[config.mk]
export PLATFORM = sky130hd
export DESIGN_NAME = queue_reader
export DESIGN_NICKNAME = d
export VERILOG_FILES = /design/src/rtl/queue_reader.sv
export SDC_FILE = /design/constraint.sdc
export NUM_CORES = 1
export LEC_CHECK = 0
export CAP_MARGIN = 20
export CORE_AREA = 5 5 69 71
export DETAILED_ROUTE_END_ITERATION = 16
export DIE_AREA = 0 0 74 76
export PLACE_DENSITY_LB_ADDON = 0.2
export SKIP_LAST_GASP = 1
export SYNTH_ARGS = -nofsm -noshare
export SYNTH_HDL_FRONTEND = slang
export SYNTH_SLANG_ARGS = --single-unit
[constraint.sdc]
create_clock -name clk_10khz -period 3.1 [get_ports clk_10khz]
set_input_delay 0.31 -clock clk_10khz [delete_from_list [all_inputs] [get_ports clk_10khz]]
set_output_delay 0.31 -clock clk_10khz [all_outputs]
set_load 0.02 [all_outputs]
[src/rtl/queue_reader.sv]
// queue_reader: consumer end of the 8-deep byte queue in the 10 kHz domain.
// Watches queue occupancy, issues one-cycle dequeue pulses, captures the popped
// byte one cycle later and presents it downstream on a valid/ready handshake.
// Keeps a delivered-byte count and a modulo-2^DATA_W checksum.
//
// Ports:
//   clk_10khz       in   1       clock, rising edge
//   reset           in   1       asynchronous, active-high reset
//   enable_in       in   1       1 = may start new pops; 0 = finish current byte then park
//   q_len_in        in   LEN_W   queue occupancy (queue len_out)
//   q_data_in       in   DATA_W  queue registered popped byte (queue data_out)
//   q_dequeue_out   out  1       registered one-cycle dequeue pulse to the queue
//   data_out        out  DATA_W  byte presented downstream
//   valid_out       out  1       data_out holds an undelivered byte
//   ready_in        in   1       downstream accepts when valid_out & ready_in at an edge
//   byte_count_out  out  CNT_W   bytes delivered since reset (wraps)
//   checksum_out    out  DATA_W  sum of delivered bytes (wraps)
//   busy_out        out  1       1 whenever the FSM is not idle
module queue_reader #(
    parameter int unsigned DATA_W     = 8,
    parameter int unsigned LEN_W      = 4,
    parameter int unsigned CNT_W      = 16,
    parameter int unsigned GAP_CYCLES = 0
) (
    input  logic              clk_10khz,
    input  logic              reset,
    input  logic              enable_in,
    input  logic [LEN_W-1:0]  q_len_in,
    input  logic [DATA_W-1:0] q_data_in,
    output logic              q_dequeue_out,
    output logic [DATA_W-1:0] data_out,
    output logic              valid_out,
    input  logic              ready_in,
    output logic [CNT_W-1:0]  byte_count_out,
    output logic [DATA_W-1:0] checksum_out,
    output logic              busy_out
);

    // Gap counter only needs to hold GAP_CYCLES-1; keep at least one bit.
    localparam int unsigned     GAP_W    = (GAP_CYCLES > 1) ? $clog2(GAP_CYCLES) : 1;
    localparam logic [GAP_W-1:0] GAP_LOAD = (GAP_CYCLES > 0) ? GAP_W'(GAP_CYCLES - 1) : '0;

    typedef enum logic [2:0] {
        S_IDLE,
        S_POP,
        S_WAIT,
        S_HOLD,
        S_GAP
    } state_e;

    state_e             state_q;
    logic [GAP_W-1:0]   gap_q;

    // Single registered FSM; every output is a flop updated alongside the state.
    always_ff @(posedge clk_10khz or posedge reset) begin
        if (reset) begin
            state_q        <= S_IDLE;
            gap_q          <= '0;
            q_dequeue_out  <= 1'b0;
            data_out       <= '0;
            valid_out      <= 1'b0;
            byte_count_out <= '0;
            checksum_out   <= '0;
            busy_out       <= 1'b0;
        end else begin
            case (state_q)
                S_IDLE: begin
                    // Occupancy is only looked at here, so at most one byte is ever in flight.
                    if (enable_in && (q_len_in != '0)) begin
                        state_q       <= S_POP;
                        q_dequeue_out <= 1'b1;
                        busy_out      <= 1'b1;
                    end
                end
                S_POP: begin
                    state_q       <= S_WAIT;
                    q_dequeue_out <= 1'b0;
                end
                S_WAIT: begin
                    // Queue's data_out register now holds the popped byte.
                    state_q   <= S_HOLD;
                    data_out  <= q_data_in;
                    valid_out <= 1'b1;
                end
                S_HOLD: begin
                    if (ready_in) begin
                        valid_out      <= 1'b0;
                        byte_count_out <= byte_count_out + CNT_W'(1);
                        checksum_out   <= checksum_out + data_out;
                        if (GAP_CYCLES > 0) begin
                            state_q <= S_GAP;
                            gap_q   <= GAP_LOAD;
                        end else begin
                            state_q  <= S_IDLE;
                            busy_out <= 1'b0;
                        end
                    end
                end
                S_GAP: begin
                    if (gap_q == '0) begin
                        state_q  <= S_IDLE;
                        busy_out <= 1'b0;
                    end else begin
                        gap_q <= gap_q - GAP_W'(1);
                    end
                end
                default: begin
                    state_q       <= S_IDLE;
                    q_dequeue_out <= 1'b0;
                    valid_out     <= 1'b0;
                    busy_out      <= 1'b0;
                end
            endcase
        end
    end

endmodule

==> metrics.cfg <==
[outcome]
status = finished, final reports clean

[clock_tree]
cts_hold_buf = 0
cts_root_buf = clkbuf_8
cts.sinks = 37
htreeDepth = 2
clk_latency_ns = 0.29
cts-buffers-inserted = 5
cts_setup_buffers = 0
cts_buffer_depth = 2
post_cts_resized = 0
clkTransAtPathRegs_ns = 0.08
cts_tree = yes

[die]
fp.dieW_um = 74
ios = 51
coreArea_um2 = 4174
rows = 24
initial_core_util_pct = 46.16
die_area_um2 = 5624
die-height_um = 76

[drt]
wirelength_um = 4185
drtIter0Drc = 69
dr_total_vias = 1466
drt_first_pass_iters = 4
wl_per_cell_um = 15.05
avgViaCountPerCell = 5.273
antenna_left = 0
drc = 0

[timing]
hold_viol_final = 0
rsz0062_at_grt = no
finalCritPeriodShare_pct = 63.55
tns_ns = 0
worstMarginPinSlew_ns = 0.5584
slew_violations = 0
slew_headroom_pct = 62.29
fin_crit_ns = 1.970
fin_skew_ns = 0.007571
setup_violations = 0
fmax_ghz = 0.5076
whs_ns = 0.4299

[worst_setup_path]
start_kind = register
cp-end-kind = register
crit_slowest_cell = dfrtp_1
max_stage_delay_ns = 0.40
crit_chain = ha_1 -> inv_1 -> fa_1 -> nor2b_4 -> o31a_1 -> o21a_1 -> o21a_1 -> o31ai_1
required_ns = 3.29
path_class = reg2reg
cp.arrival_ns = 2.16
crit_fanout = 3
critPathMostFrequentCell = o21a_1

[placement]
dp_hpwl_um = 3176
place_congestion = 0.7579
port-buffer-count = 50

[logic_synthesis]
synth_cell_types = 39
synth_edf_count = 0
yosysTopAreaCell = dfrtp_1
synth-seq-cells = 37
synthesis.nets = 198
syn_area_per_cell_um2 = 11.40
netlist_instances = 169
yosysMostFrequentCell = dfrtp_1
synth.top_cells.by_count = dfrtp_1, nand2_1, ha_1, xnor2_1, mux2_2
yosysTopAreaCellShare_pct = 48.05
synth_ff_type = dfrtp_1
synth_area_leaders = dfrtp_1, ha_1, mux2_2
synth.yosys.seq_area_share_pct = 48.05
yosysWarnings = 0
ys_async_sr_fraction_pct = 100.0
syn_area_um2 = 1927

[finish]
area_growth_pct = 33.64
num_antenna_cells = 0
nNetsFinal = 254
drive_above_1_share_pct = 10.62

[power]
vdd_ir_drop_max_mv = 0.5092
pwr-share-clk_pct = 13.0
p_comb_share_pct = 54.6
switchingPower_uw = 1039
p_seq_share_pct = 32.4
power.internal_uw = 1475
swShare_pct = 41.32
p_leak_uw = 0.001135
p_per_area_nw_per_um2 = 976.5

[grt]
grt_overflow = 0
grt_pass1_wl_um = 7155
antenna_found_initial = 0
grt_start_max_net_pins = 38
gr-usage-all-layers_pct = 16.16
grt_pass1_vias = 1506

[job]
maxCapViolCount = 0

[hold_path]
min_path_type = in2async

[kinds of logic after synthesis]
family                     Yosys count  synth area share (%)
muxes                               10                 5.844
buffers and inverters               10                 1.948
xor gates and xnor gates            19                 8.636
adders and majority gates           13                 8.831
and+or+nand+nor                     49                 15.78
AOI/OAI and AO/OA                   31                 10.91
DFF                                 37                 48.05
[critical path: cells and delay by family, from the launching register on]
kind                     cells  cell delay, ns
AO/OA/AOI/OAI                4            0.86
adder cells (fa/ha/maj)      2            0.48
buffers and inverters        1            0.08
flip-flops                   1            0.40
AND/OR/NAND/NOR              1            0.06
[through the flow]
step           instances  setup WS [ns]  util [%]  cell area, um2  total power (uW)
6_report             278          1.130     61.69            2575              2514
5_1_grt              278          1.032     61.69            2575              2719
4_1_cts              278          1.121     61.69            2575              2542
3_5_place_dp         270          1.171     59.71            2492              2205
3_3_place_gp         270          1.227     59.71            2492              2157
2_1_floorplan        169          1.184         -            1927              1708
[worst paths after layout]
check | to | startpoint | depth (start not counted) | slack (ns)
max | checksum_out[6]$_DFFE_PP0P_ | checksum_out[0]$_DFFE_PP0P_ | 8 | 1.13
min | checksum_out[2]$_DFFE_PP0P_ | reset | 3 | 0.43
max reg2reg | checksum_out[6]$_DFFE_PP0P_ | checksum_out[0]$_DFFE_PP0P_ | 8 | 1.13
min reg2reg | byte_count_out[15]$_DFFE_PP0P_ | byte_count_out[15]$_DFFE_PP0P_ | 1 | 0.48
max in group asynchronous | byte_count_out[0]$_DFFE_PP0P_ | reset | 3 | 2.34
min in group clk_10khz | byte_count_out[15]$_DFFE_PP0P_ | byte_count_out[15]$_DFFE_PP0P_ | 1 | 0.48
[cells in the final DEF, fill, tap and decap left out, types with 2 or more instances in the layout]
master / instances
clkdlybuf4s50_1: 50
dfrtp_1: 37
nand2_1: 15
ha_1: 12
xnor2_1: 11
mux2_2: 9
xor2_1: 8
inv_1: 8
o21ai_0: 6
nor2_1: 6
nand3_1: 6
a21oi_1: 5
nor3_1: 5
clkbuf_8: 5
o21a_1: 3
o21ai_1: 3
nand4_1: 3
a211oi_1: 2
a21o_1: 2
o21bai_1: 2
o31ai_1: 2
and2_1: 2
o22a_1: 2
nor3_4: 2
clkinv_2: 2
[per-layer routing]
layer	up-vias	wire length, um	track usage [%]
met5	-	0	0
met4	0	57	6.159
met3	5	207	3.562
met2	31	2195	26.77
met1	724	1724	20.14
li1	706	-	-
[layout make-up]
class | instances | area [um2]
Fill cell | 341 | 1599
Multi-Input combinational cell | 122 | 963.4
Sequential cell | 37 | 925.9
Timing Repair Buffer | 51 | 508.0
Clock buffer | 6 | 72.57
Tap cell | 52 | 65.06
Inverter | 8 | 30.03
Clock inverter | 2 | 10.01
[power by group through the flow]
| stage | registers [uW] | clock network [uW] | logic (uW) |
|---|---|---|---|
| 5_1_grt | 846 | 356 | 1520 |
| 4_1_cts | 819 | 332 | 1390 |
| 3_5_place_dp | 825 | 0 | 1380 |
| 6_report | 816 | 326 | 1370 |
| 2_1_floorplan | 972 | 0 | 736 |
| 3_3_place_gp | 815 | 0 | 1340 |
[registers in the layout (all words and copies together) (netlist names)]
register        count
valid_out           1
byte_count_out     16
busy_out            1
q_dequeue_out       1
state_q             2
checksum_out        8
data_out            8
Note: power is estimated with default switching activity, not from simulation.
==> edit: new RTL, config.mk and constraints unchanged <==
Put one more register stage on the output `byte_count_out`. The value now appears one clock later. The other outputs are not delayed to match.
--- a/src/rtl/queue_reader.sv
+++ b/src/rtl/queue_reader.sv
@@ -50,2 +50,4 @@
 
+    logic [CNT_W-1:0] byte_count_s0;
+
     state_e             state_q;
@@ -61,3 +63,3 @@
             valid_out      <= 1'b0;
-            byte_count_out <= '0;
+            byte_count_s0 <= '0;
             checksum_out   <= '0;
@@ -87,3 +89,3 @@
                         valid_out      <= 1'b0;
-                        byte_count_out <= byte_count_out + CNT_W'(1);
+                        byte_count_s0 <= byte_count_s0 + CNT_W'(1);
                         checksum_out   <= checksum_out + data_out;
@@ -116,2 +118,6 @@
 
+    always_ff @(posedge clk_10khz) begin
+        byte_count_out <= byte_count_s0;
+    end
+
 endmodule
Function: changed (Yosys sat finds a counterexample within 10 cycles, from zero or initial values and one cycle with reset high).
==> edit against the original RTL <==
Synthesized cell count increased by 7.7%; cell count increased by 4.0%; via count increased by 2.8%; routed wire length decreased by 4.0%; count of clock-buffer cells in the layout unchanged; area after synthesis increased by 13%; total power increased by 15%; sequential share of layout area increased by 7.4 points; sequential power increased by 27%; setup slack improved by 0.087 ns; global-route usage decreased by 0.29 points; critical path depth unchanged; cell area increased by 12%; sequential cell count increased by 16; critical path type unchanged; highest routed layer unchanged.
==> edit: results <==
group,metric,value,unit
synth,yosysSeqAreaShare,0.570,
sta,slew_headroom,0.613,
route,wl_per_cell,13.9,um
synth,synth.area.top_cells,"dfrtp_1, dfxtp_1, ha_1",
synth,async_flop_share,0.698,
critical_path,r2r_slack,1.22,ns
global_routing,grt_pass1_wl,6.99,mm
final_layout,instances_no_fill,289,
critical_path,cp.arrival,2.10,ns
final_layout,drive_gt1_frac,0.0844,
final_layout,finalNetCount,265,
critical_path,reg2reg_from,"data_out[0]",
placed_design,gpl.final_weighted_congestion,0.755,
placed_design,hpwl,2.90,mm
route,vias_per_cell,5.21,
status,status,"finished, final reports clean",
synth,syn_area_per_cell,12.0,um2
power_and_ir_drop,leakage,0.00125,uW
synth,synth.distinct_cells,34,
power_and_ir_drop,ir_drop,0.649,mV
route,drtIter0Drc,80,
global_routing,grt_pass1_vias,1530,
synth,syn-num-nets,211,
global_routing,grt_use_total,0.159,
sta,clock_skew,0.00200,ns
clocking,clk_latency,0.31,ns
## edit: final cells by class
type                    count  area (um2)
clock buffers               6        93.8
clock inverters             2        38.8
fillers                   319        1300
inverters                   6        22.5
multi-input cells         119         898
flip-flops and latches     53        1250
well taps                  52        65.1
repair buffers             51         508
## edit: worst max path at each step
| stage | endpoint | slack, ns | cells past startpoint |
|---|---|---|---|
| floorplan | checksum_out[6] | 1.24 | 8 |
| global placement | checksum_out[7] | 1.20 | 6 |
| detailed placement | checksum_out[7] | 1.13 | 6 |
| CTS | checksum_out[6] | 1.21 | 8 |
| global route | checksum_out[7] | 1.0 | 6 |
| finish | checksum_out[6] | 1.22 | 8 |
## edit: critical path, delay by kind of cell, from the launching register on
family | cells | cell delay [ns]
AOI/OAI and AO/OA | 4 | 0.81
adders and majority gates | 2 | 0.43
buffers and inverters | 1 | 0.07
DFF | 1 | 0.40
and+or+nand+nor | 1 | 0.07
## edit: layer usage
layer,wire length [um],global-route usage
met3,307,0.0594
met5,0,0
met2,1860,0.245
met1,1800,0.207
met4,52,0.0453
## edit: logic make-up (layout without fill, tap and decap cells)
family | count (synthesis) | after routing | synth area share
adders and majority gates | 13 | 13 | 0.0779
xor gates and xnor gates | 19 | 19 | 0.0762
and+or+nand+nor | 46 | 46 | 0.112
muxes | 10 | 10 | 0.0515
AOI/OAI and AO/OA | 31 | 31 | 0.0939
buffers and inverters | 10 | 65 | 0.0183
DFF | 53 | 53 | 0.570
## edit: where the power goes
| part | leakage, uW | total, uW | switching, uW | internal [uW] |
|---|---|---|---|---|
| Clock | 0.0000669 | 519 | 226 | 292 |
| Sequential | 0.000603 | 1040 | 158 | 879 |
| Combinational | 0.000576 | 1320 | 669 | 656 |
| Total | 0.00125 | 2880 | 1050 | 1830 |
## edit: per-stage QoR
stage	setup WS, ns	power (uW)	area (um2)	utilization
after detailed placement	1.13	2370	2740	0.656
after floorplan	1.24	1900	2180	-
after CTS	1.21	2900	2870	0.688
after global placement	1.20	2360	2740	0.656
after global routing	0.999	3100	2870	0.688
final	1.22	2880	2870	0.688
